===== src/rtl/branch_resolve_unit_if.sv =====
`default_nettype none
// ============================================================================
//  Module   : branch_resolve_unit_if
//  Brief    : EX-stage resolve / ID-stage prediction bundle for the BRU.
//  Revision : 1.0 - initial release
// ============================================================================
interface branch_resolve_unit_if;
    logic        Branch_i;
    logic        Predict_i;
    logic        Taken_i;
    logic [31:0] PC_i;
    logic [31:0] branch_pc_i;
    logic        ID_Branch_i;
    logic        Predict_o;
    logic        Flush_o;
    logic        Redirect_o;
    logic [31:0] redirect_pc_o;
    logic [15:0] branch_cnt_o;
    logic [15:0] mispredict_cnt_o;

    // Pipeline side drives resolve info and consumes prediction/redirect.
    modport master (
        output Branch_i, Predict_i, Taken_i, PC_i, branch_pc_i, ID_Branch_i,
        input  Predict_o, Flush_o, Redirect_o, redirect_pc_o,
               branch_cnt_o, mispredict_cnt_o
    );

    modport slave (
        input  Branch_i, Predict_i, Taken_i, PC_i, branch_pc_i, ID_Branch_i,
        output Predict_o, Flush_o, Redirect_o, redirect_pc_o,
               branch_cnt_o, mispredict_cnt_o
    );
endinterface
`default_nettype wire


===== src/rtl/branch_resolve_unit.sv =====
`default_nettype none
// ============================================================================
//  Module   : branch_resolve_unit
//  Brief    : Global 2-bit branch predictor with EX-stage resolve, flush and
//             redirect. Optional statistics counters under BRU_STATS_EN.
//  Revision : 1.0 - initial release
// ============================================================================
module branch_resolve_unit (
    input  wire logic             clk_i,
    input  wire logic             rst_i,
    branch_resolve_unit_if.slave  bus
);
    typedef enum logic [1:0] {
        SNT = 2'b00,
        WNT = 2'b01,
        WT  = 2'b10,
        ST  = 2'b11
    } state_t;

    state_t state_q, state_d;
    logic   w_resolve;
    logic   w_mispredict;

    assign w_resolve    = bus.Branch_i;
    assign w_mispredict = bus.Predict_i ^ bus.Taken_i;

    always_comb begin
        state_d = state_q;
        if (w_resolve) begin
            if (bus.Taken_i) begin
                case (state_q)
                    SNT:     state_d = WNT;
                    WNT:     state_d = WT;
                    default: state_d = ST;
                endcase
            end else begin
                case (state_q)
                    ST:      state_d = WT;
                    WT:      state_d = WNT;
                    default: state_d = SNT;
                endcase
            end
        end
    end

    always_ff @(posedge clk_i) begin
        if (rst_i) state_q <= ST;
        else       state_q <= state_d;
    end

    // Prediction uses the registered state only; same-cycle updates land next edge.
    assign bus.Predict_o     = state_q[1] & bus.ID_Branch_i;
    assign bus.Flush_o       = w_resolve & w_mispredict;
    assign bus.Redirect_o    = w_resolve & w_mispredict;
    assign bus.redirect_pc_o = (w_resolve & w_mispredict)
                             ? (bus.Taken_i ? bus.branch_pc_i : bus.PC_i + 32'd4)
                             : 32'd0;

`ifdef BRU_STATS_EN
    logic [15:0] branch_cnt_q;
    logic [15:0] mispredict_cnt_q;

    always_ff @(posedge clk_i) begin
        if (rst_i) begin
            branch_cnt_q     <= 16'd0;
            mispredict_cnt_q <= 16'd0;
        end else if (w_resolve) begin
            if (branch_cnt_q != 16'hFFFF)
                branch_cnt_q <= branch_cnt_q + 16'd1;
            if (w_mispredict && (mispredict_cnt_q != 16'hFFFF))
                mispredict_cnt_q <= mispredict_cnt_q + 16'd1;
        end
    end

    assign bus.branch_cnt_o     = branch_cnt_q;
    assign bus.mispredict_cnt_o = mispredict_cnt_q;
`else
    assign bus.branch_cnt_o     = 16'd0;
    assign bus.mispredict_cnt_o = 16'd0;
`endif

endmodule
`default_nettype wire

===== src/flat_wrapper.sv =====
// flat-port wrapper written by rule: the top's interface ports become plain ports
module branch_resolve_unit_flat 
  (clk_i, rst_i, bus_Branch_i, bus_Predict_i, bus_Taken_i, bus_PC_i, bus_branch_pc_i, bus_ID_Branch_i, bus_Predict_o, bus_Flush_o, bus_Redirect_o, bus_redirect_pc_o, bus_branch_cnt_o, bus_mispredict_cnt_o);
  branch_resolve_unit_if bus_i ();
  input  wire logic clk_i;
  input  wire logic rst_i;
  input wire logic [$bits(bus_i.Branch_i)-1:0] bus_Branch_i;
  input wire logic [$bits(bus_i.Predict_i)-1:0] bus_Predict_i;
  input wire logic [$bits(bus_i.Taken_i)-1:0] bus_Taken_i;
  input wire logic [$bits(bus_i.PC_i)-1:0] bus_PC_i;
  input wire logic [$bits(bus_i.branch_pc_i)-1:0] bus_branch_pc_i;
  input wire logic [$bits(bus_i.ID_Branch_i)-1:0] bus_ID_Branch_i;
  output wire logic [$bits(bus_i.Predict_o)-1:0] bus_Predict_o;
  output wire logic [$bits(bus_i.Flush_o)-1:0] bus_Flush_o;
  output wire logic [$bits(bus_i.Redirect_o)-1:0] bus_Redirect_o;
  output wire logic [$bits(bus_i.redirect_pc_o)-1:0] bus_redirect_pc_o;
  output wire logic [$bits(bus_i.branch_cnt_o)-1:0] bus_branch_cnt_o;
  output wire logic [$bits(bus_i.mispredict_cnt_o)-1:0] bus_mispredict_cnt_o;
  assign bus_i.Branch_i = bus_Branch_i;
  assign bus_i.Predict_i = bus_Predict_i;
  assign bus_i.Taken_i = bus_Taken_i;
  assign bus_i.PC_i = bus_PC_i;
  assign bus_i.branch_pc_i = bus_branch_pc_i;
  assign bus_i.ID_Branch_i = bus_ID_Branch_i;
  assign bus_Predict_o = bus_i.Predict_o;
  assign bus_Flush_o = bus_i.Flush_o;
  assign bus_Redirect_o = bus_i.Redirect_o;
  assign bus_redirect_pc_o = bus_i.redirect_pc_o;
  assign bus_branch_cnt_o = bus_i.branch_cnt_o;
  assign bus_mispredict_cnt_o = bus_i.mispredict_cnt_o;
  branch_resolve_unit u_core (.clk_i(clk_i), .rst_i(rst_i), .bus(bus_i));
endmodule

===== config.mk =====
export PLATFORM = sky130hd
export DESIGN_NAME = branch_resolve_unit_flat
export DESIGN_NICKNAME = d
export VERILOG_FILES = /design/src/rtl/branch_resolve_unit_if.sv /design/src/rtl/branch_resolve_unit.sv /design/src/flat_wrapper.sv
export SDC_FILE = /design/constraint.sdc
export NUM_CORES = 1
export LEC_CHECK = 0
export CAP_MARGIN = 10
export CORE_ASPECT_RATIO = 1.5
export CORE_UTILIZATION = 33
export CTS_CLUSTER_DIAMETER = 60
export DETAILED_ROUTE_END_ITERATION = 10
export GPL_TIMING_DRIVEN = 0
export PLACE_DENSITY = 0.9
export RECOVER_POWER = 100
export SLEW_MARGIN = 40
export SYNTH_ARGS = -nofsm -noshare
export SYNTH_HDL_FRONTEND = slang
export SYNTH_SLANG_ARGS = --single-unit

===== constraint.sdc =====
create_clock -name clk_i -period 4.7 [get_ports clk_i]
set_input_delay 0.94 -clock clk_i [delete_from_list [all_inputs] [get_ports clk_i]]
set_output_delay 0.94 -clock clk_i [all_outputs]
set_load 0.02 [all_outputs]

# --- Yosys cells after proc, flatten, opt, wreduce, memory -nomap -nowiden ---
# Index checks and enable logic that the tools add are counted.
op_classes:
  add_sub_neg: 1
  eq_ne: 3
  muxes: 5
  n_bitwise: 3
  n_reduce_logical: 1
op_table:
  columns: ["operator", "count"]
  rows:
  - ["2-to-1 mux 32 bit", 2]
  - ["adder 32 x 3 -> 32 bit (second input constant)", 1]
  - ["case mux 2 bit (2 select lines)", 2]
  - ["equality test 2 bit (second input constant)", 2]
  - ["AND 1 bit", 2]
  - ["equality test 2 x 1 -> 1 bit (second input constant)", 1]
  - ["zero test 2 bit", 1]
  - ["2-to-1 mux 2 bit", 1]
  - ["bitwise XOR 1 bit", 1]
totals:
  reg_bits: 2
  output_inout_bits: 67
  wordCells: 14

# --- Logic depth before layout (Yosys ltp) ---
# Gate-level depths: netlist (run 1).
logic_depth:
  depth_word: 3
  ltp_mapped: 6

# --- Worst setup path before layout (run 1) ---
# OpenSTA, ideal clock, no wires.
synth_timing:
  path_kind: "in2out"
  start: "in bus_PC_i[2]"
  end: "out bus_redirect_pc_o[26]"
  arrival_time_ns: 2.216
  required_ns: 3.760
  setup_slack_ns: 1.544
  path_stages: 6
  n_path_buf: 0
  cell_sequence: "ha_1 -> nand2_1 -> or2_4 -> nor4_4 -> xnor2_1 -> a21oi_1"
synth_via:
  elab_chain_len: 3
synth_rtl:
  columns: ["item", "line", "text"]
  rows:
  - ["start, declared", "flat_wrapper.sv:10", "input wire logic [$bits(bus_i.PC_i)-1:0] bus_PC_i;"]
  - ["adder 32 x 3 -> 32 bit", "branch_resolve_unit.sv:56", "? (bus.Taken_i ? bus.branch_pc_i : bus.PC_i + 32'd4)"]
  - ["2-to-1 mux 32 bit (2 in series)", "branch_resolve_unit.sv:56", null]
  - ["end, declared", "flat_wrapper.sv:16", "output wire logic [$bits(bus_i.redirect_pc_o)-1:0] bus_redirect_pc_o;"]
# No other way between the ends.

# --- Final worst setup path (run 1) ---
layout_timing:
  start: "in bus_PC_i[4]"
  end: "out bus_redirect_pc_o[31]"
# The elaborated chain is that of the path after synthesis.

==> results of run 1 <==
-- worst register-to-register path: cells and delay by family (launching register included) --
| kind | cells | cell delay (ns) |
|---|---|---|
| buffers and inverters | 1 | 0.06 |
| AOI/OAI and AO/OA | 2 | 0.29 |
| DFF | 1 | 0.31 |
-- routing by layer --
| metal | vias to the layer above | global-route usage, % |
|---|---|---|
| li1 | 944 | - |
| met1 | 806 | 22.0 |
| met2 | 92 | 37.8 |
| met3 | 12 | 1.50 |
| met4 | 0 | 8.46 |
| met5 | - | 0 |
-- placed cells by master (no fill, tap or decap), drive strengths merged, types with 4 or more instances in the layout --
master	Yosys	routed
buf	36	33
xor2	20	20
nand3	16	16
clkbuf	5	11
nor2	20	20
nand2	6	6
mux2i	6	6
dlygate4sd3	0	22
conb	1	32
nand4	11	11
o21ai	23	23
xnor2	9	9
and3	4	4
nor3	6	6
inv	6	6
a21oi	27	27
clkdlybuf4s50	1	83
-- power by group --
part	total [uW]	internal (uW)	switching [uW]
registers	18.7	18.1	0.578
logic	234	121	113
clock network	69.1	54.3	14.9
-- area by class of cell --
class                           instances  area (sq um)  share of cell area, %
Multi-Input combinational cell        190          1110                   42.5
Timing Repair Buffer                  104          1040                   39.7
Buffer                                 43           308                   11.7
Tap cell                               45          56.3                   2.15
Clock buffer                            3          41.3                   1.57
Sequential cell                         2          40.0                   1.53
Inverter                                6          22.5                  0.858
-- metrics by stage --
step                utilization [%]  total power (uW)  cells
floorplan                         -               140    241
global placement               65.3               253    390
detailed placement             65.3               256    390
CTS                            66.4               328    393
global route                   66.3               345    393
finish                         66.3               321    393
-- cell families after synthesis --
logic type,synth area share [%]
AND/OR/NAND/NOR,29.4
multiplexers,4.38
XOR/XNOR,18.5
other,0.273
flip-flops,2.92
AO/OA/AOI/OAI,19.4
adder cells (fa/ha/maj),0.911
buffers and inverters,24.2
-- path summary, 6_finish.rpt --
check | to | startpoint | cells after the start | slack (ns)
setup / recovery | bus_redirect_pc_o[31] | bus_PC_i[4] | 7 | 0.29
hold / removal | u_core.state_q[1] | u_core.state_q[0] | 2 | 0.50
setup reg to reg | u_core.state_q[0] | u_core.state_q[0] | 3 | 3.90
hold reg to reg | u_core.state_q[1] | u_core.state_q[0] | 2 | 0.50
==> out/summary.txt, run 1 <==
Status = complete, no violations
WP data required = 3.76 ns
Clock Tree Buf Depth = 2
Hold buffers post-CTS = 0
Post-DRT Antenna Nets = 0
Distinct cell type count after synthesis = 35
Crit end category = output pin
Slew Limit Fails = 0
Core Box Area = 0.00396 sq mm
CP Buf/Inv Count = 2
Avg Vias per Cell = 4.72
Ordered cell list for the critical path = clkdlybuf4s50_1 -> nand3_1 -> nor2_1 -> nand4_1 -> xor2_1 -> o21ai_1 -> clkdlybuf4s50_1
Largest Register = u_core.state_q
Cell mode on critical path = clkdlybuf4s50_1
Initial antenna violation count = 0
Most common cell in the netlist = buf_4
Post-Syn Area = 0.00137 sq mm
CTS tree = done
Worst vdd ir = 0.000162 V
Asr flop ratio synth = 0%
Commonest register cell after synthesis = dfxtp_1
Minimum clock period = 4.41 ns
Met2 Wirelength = 2510 um
Leakage = 0.00114 uW
Vias in the first global route = 1661
Die Wd = 54.7 um
GRT Total Usage = 20.3%
CP Class = input port to output pin
Clock Latency Late Sink = 0.22 ns
Top cells by area, synth = buf_4 18%, xor2_1 13%, a21oi_1 9.8%
Via count = 1854
Worst setup margin = 0.291 ns
Hold_ws = 0.499 ns
Largest net degree at the start of global routing = 12
DRT Wirelength = 4670 um
Largest register FFs = 2
Wl on met1 = 1710 um
Total Nets Final = 421
Cell Pwr Density = 123 mW/mm^2
WL/cell = 11.9 um
Sequential area share after synthesis = 2.92%
CTS sink count = 2
Top-Level Pins = 137
Fmax = 227 MHz
CP max-delay cell = clkdlybuf4s50_1
Total grt overflow = 0
CTS clk-pin slew, worst paths = 0.03 ns
Worst-margin pin slew = 0.673 ns
Worst slew margin = 55.0%
Clk root buf = clkbuf_8
ANT cells = 0
Post-CTS Setup Bufs = 0
DRC = 0
DRT Pass-1 Iters = 4
Post-synth EDFFs = 0
Post-CTS resize count = 0
Synth Area per Inst = 6.54 sq um
Initial Util = 34.7%
Final Hold Viols = 0
Inserted Clock Buffers = 3
Mapped Cells = 210
# port buffers = 104
Place WS = 0.425 ns
Area leader, netlist = buf_4
Area grow syn2layout = 91.2%
Routability cong. = 0.784
Filler cell count = 344
Critical Path AT = 3.47 ns
Unrepaired setup endpoints after global routing = no
Yosys warning count = 0
Clock skew = 0.00540 ns
Worst hold path class = register to register
Top routing layer in use = met4
Critical path startpoint category = input port
Top cell type's share of synthesized area = 18.0%
Die Area = 0.00443 sq mm
Cell area after placement = 0.00259 sq mm
Final period util = 93.8%
Final setup violation count = 0
Top Family by Delay on Critical Path = buffers and inverters
Yosys reg bits = 2
Max FO, Critical Path = 10
Met3 wire length = 332 um
Largest regs = u_core.state_q (2)
H-Tree Depth = 1
Chip height = 81.0 um
Post-route cell area = 0.00262 sq mm
Num rows = 28
Max stage delay on crit path = 0.62 ns
Drt initial violations = 17
First-pass GRT wire length = 6850 um
Setup TNS = 0 ns
Commonest cells in the netlist = 33 x buf_4, 27 x a21oi_1, 21 x o21ai_0
Layout cell share with drive strength beyond 1 = 13.2%
Post-detail-place hpwl = 3950 um
Max cap viols = 0
Note: power is estimated with default switching activity, not from simulation.
==> run 2, diff against run 1 <==
--- a/config.mk
+++ b/config.mk
@@ -11,7 +11,7 @@
 export CTS_CLUSTER_DIAMETER = 60
 export DETAILED_ROUTE_END_ITERATION = 10
 export GPL_TIMING_DRIVEN = 0
-export PLACE_DENSITY = 0.9
+export PLACE_DENSITY = 0.89
 export RECOVER_POWER = 100
 export SLEW_MARGIN = 40
 export SYNTH_ARGS = -nofsm -noshare
==> run 2 against run 1 <==
Net effect: die area is the same; core utilization is the same; design area is the same; largest cell class unchanged; register-to-register slack is essentially flat; routed wire length shrank 1.5%; largest power group unchanged; sequential share of layout area is the same.
==> out/summary.txt, run 2 (synthesis results as in run 1) <==
Worst-margin pin slew = 0.658 ns
Clock Tree Buf Depth = 2
Largest net degree at the start of global routing = 12
Status = complete, no violations
Die Wd = 54.7 um
Final std cells w/o fill = 393
Routability cong. = 0.790
Worst slew margin = 56.0%
Final setup violation count = 0
Final period util = 93.9%
Post-DRT Antenna Nets = 0
GRT Total Usage = 20.7%
Num rows = 28
Setup TNS = 0 ns
Critical path startpoint category = input port
Largest regs = u_core.state_q (2)
CP Class = input port to output pin
Multi-input gate area = 0.00111 sq mm
Chip height = 81.0 um
WL/cell = 11.7 um
Max cap viols = 0
Core Box Area = 0.00396 sq mm
Area grow syn2layout = 91.2%
Critical Path AT = 3.47 ns
Inst Count DP = 390
Filler cell count = 362
Worst hold path class = register to register
# port buffers = 104
First-pass GRT wire length = 7000 um
DRC = 0
Die Area = 0.00443 sq mm
DRT Pass-1 Iters = 4
Worst vdd ir = 0.000201 V
Final Hold Viols = 0
Sequential cell area = 40.0 sq um
Largest register FFs = 2
Avg Vias per Cell = 4.76
Unrepaired setup endpoints after global routing = no
Initial Util = 34.7%
CTS sink count = 2
Leakage = 0.00116 uW
Max FO, Critical Path = 10
CTS clk-pin slew, worst paths = 0.03 ns
Clk root buf = clkbuf_8
Via count = 1869
Initial antenna violation count = 0
Largest Register = u_core.state_q
Top-Level Pins = 137
Minimum clock period = 4.41 ns
ANT cells = 0
Inserted Clock Buffers = 3
Worst r2r src = u_core.state_q[0]
DRT Wirelength = 4600 um
Most frequent cells in the layout = 74 x clkdlybuf4s50_1, 33 x buf_4, 32 x conb_1
Crit end category = output pin
WP data required = 3.76 ns
Slew Limit Fails = 0
Fmax = 227 MHz
Total Nets Final = 421
Total grt overflow = 0
H-Tree Depth = 1
Post-CTS resize count = 0
Drt initial violations = 21
Post-detail-place hpwl = 3880 um
Post-CTS Setup Bufs = 0
Layout cell share with drive strength beyond 1 = 13.2%
Hold Path Origin = u_core.state_q[0]
CTS tree = done
Clock Latency Late Sink = 0.21 ns
Cell Pwr Density = 121 mW/mm^2
Hold buffers post-CTS = 0
Clock skew = 0.00175 ns
Most common cell after layout, fill and taps aside = clkdlybuf4s50_1
Crit path from = bus_PC_i[12]
Vias in the first global route = 1613
==> run 2: cell types whose count changed in the layout (fill, tap and decap cells not counted), sizes merged <==
cell	previous run	this run
clkdlybuf4s50	83	75
dlygate4sd3	22	30
==> run 2: power by group <==
group | switching, uW | total, uW | internal (uW)
clock | 12.8 | 66.9 | 54.1
combinational | 112 | 231 | 119
sequential | 0.609 | 18.8 | 18.2
total | 125 | 317 | 192
==> run 2: path summary, 6_finish.rpt <==
check	cells past startpoint	endpoint	slack [ns]
setup reg to reg	3	u_core.state_q[0]	3.91
setup / recovery	8	bus_redirect_pc_o[28]	0.29
hold reg to reg	2	u_core.state_q[1]	0.51
hold / removal	2	u_core.state_q[1]	0.51
==> run 2: layer usage <==
metal | global-route usage (%) | share of wire, % | vias to the layer above
li1 | - | - | 947
met1 | 21.9 | 35 | 831
met2 | 39.0 | 56 | 87
met3 | 4.12 | 8.3 | 4
met4 | 5.64 | 0.83 | 0
met5 | 0 | 0 | -
==> run 2: layout make-up <==
| class | count | area share, % |
|---|---|---|
| Buffer | 43 | 11.7 |
| Tap cell | 45 | 2.15 |
| Sequential cell | 2 | 1.53 |
| Clock buffer | 3 | 1.57 |
| Multi-Input combinational cell | 190 | 42.5 |
| Inverter | 6 | 0.858 |
| Timing Repair Buffer | 104 | 39.7 |
==> run 2: worst max-delay path, stage by stage <==
cell,delay (ns)
clkdlybuf4s50_1,0.54
nand3_2,0.14
nor3_1,0.30
clkbuf_1,0.37
nand4_1,0.18
xor2_1,0.18
a21oi_1,0.17
clkdlybuf4s50_1,0.63
==> run 2: per-stage QoR <==
stage / hold slack, ns / utilization [%] / power (uW) / setup slack (ns) / area (sq um)
detailed placement: 0.505 / 65.3 / 255 / 0.350 / 2590
finish: 0.508 / 66.3 / 317 / 0.289 / 2620
CTS: 0.514 / 66.4 / 325 / 0.340 / 2630
floorplan: 0.466 / - / 140 / 1.54 / 1490
global route: 0.564 / 66.3 / 340 / 0.107 / 2620
global placement: 0.480 / 65.3 / 252 / 0.443 / 2590
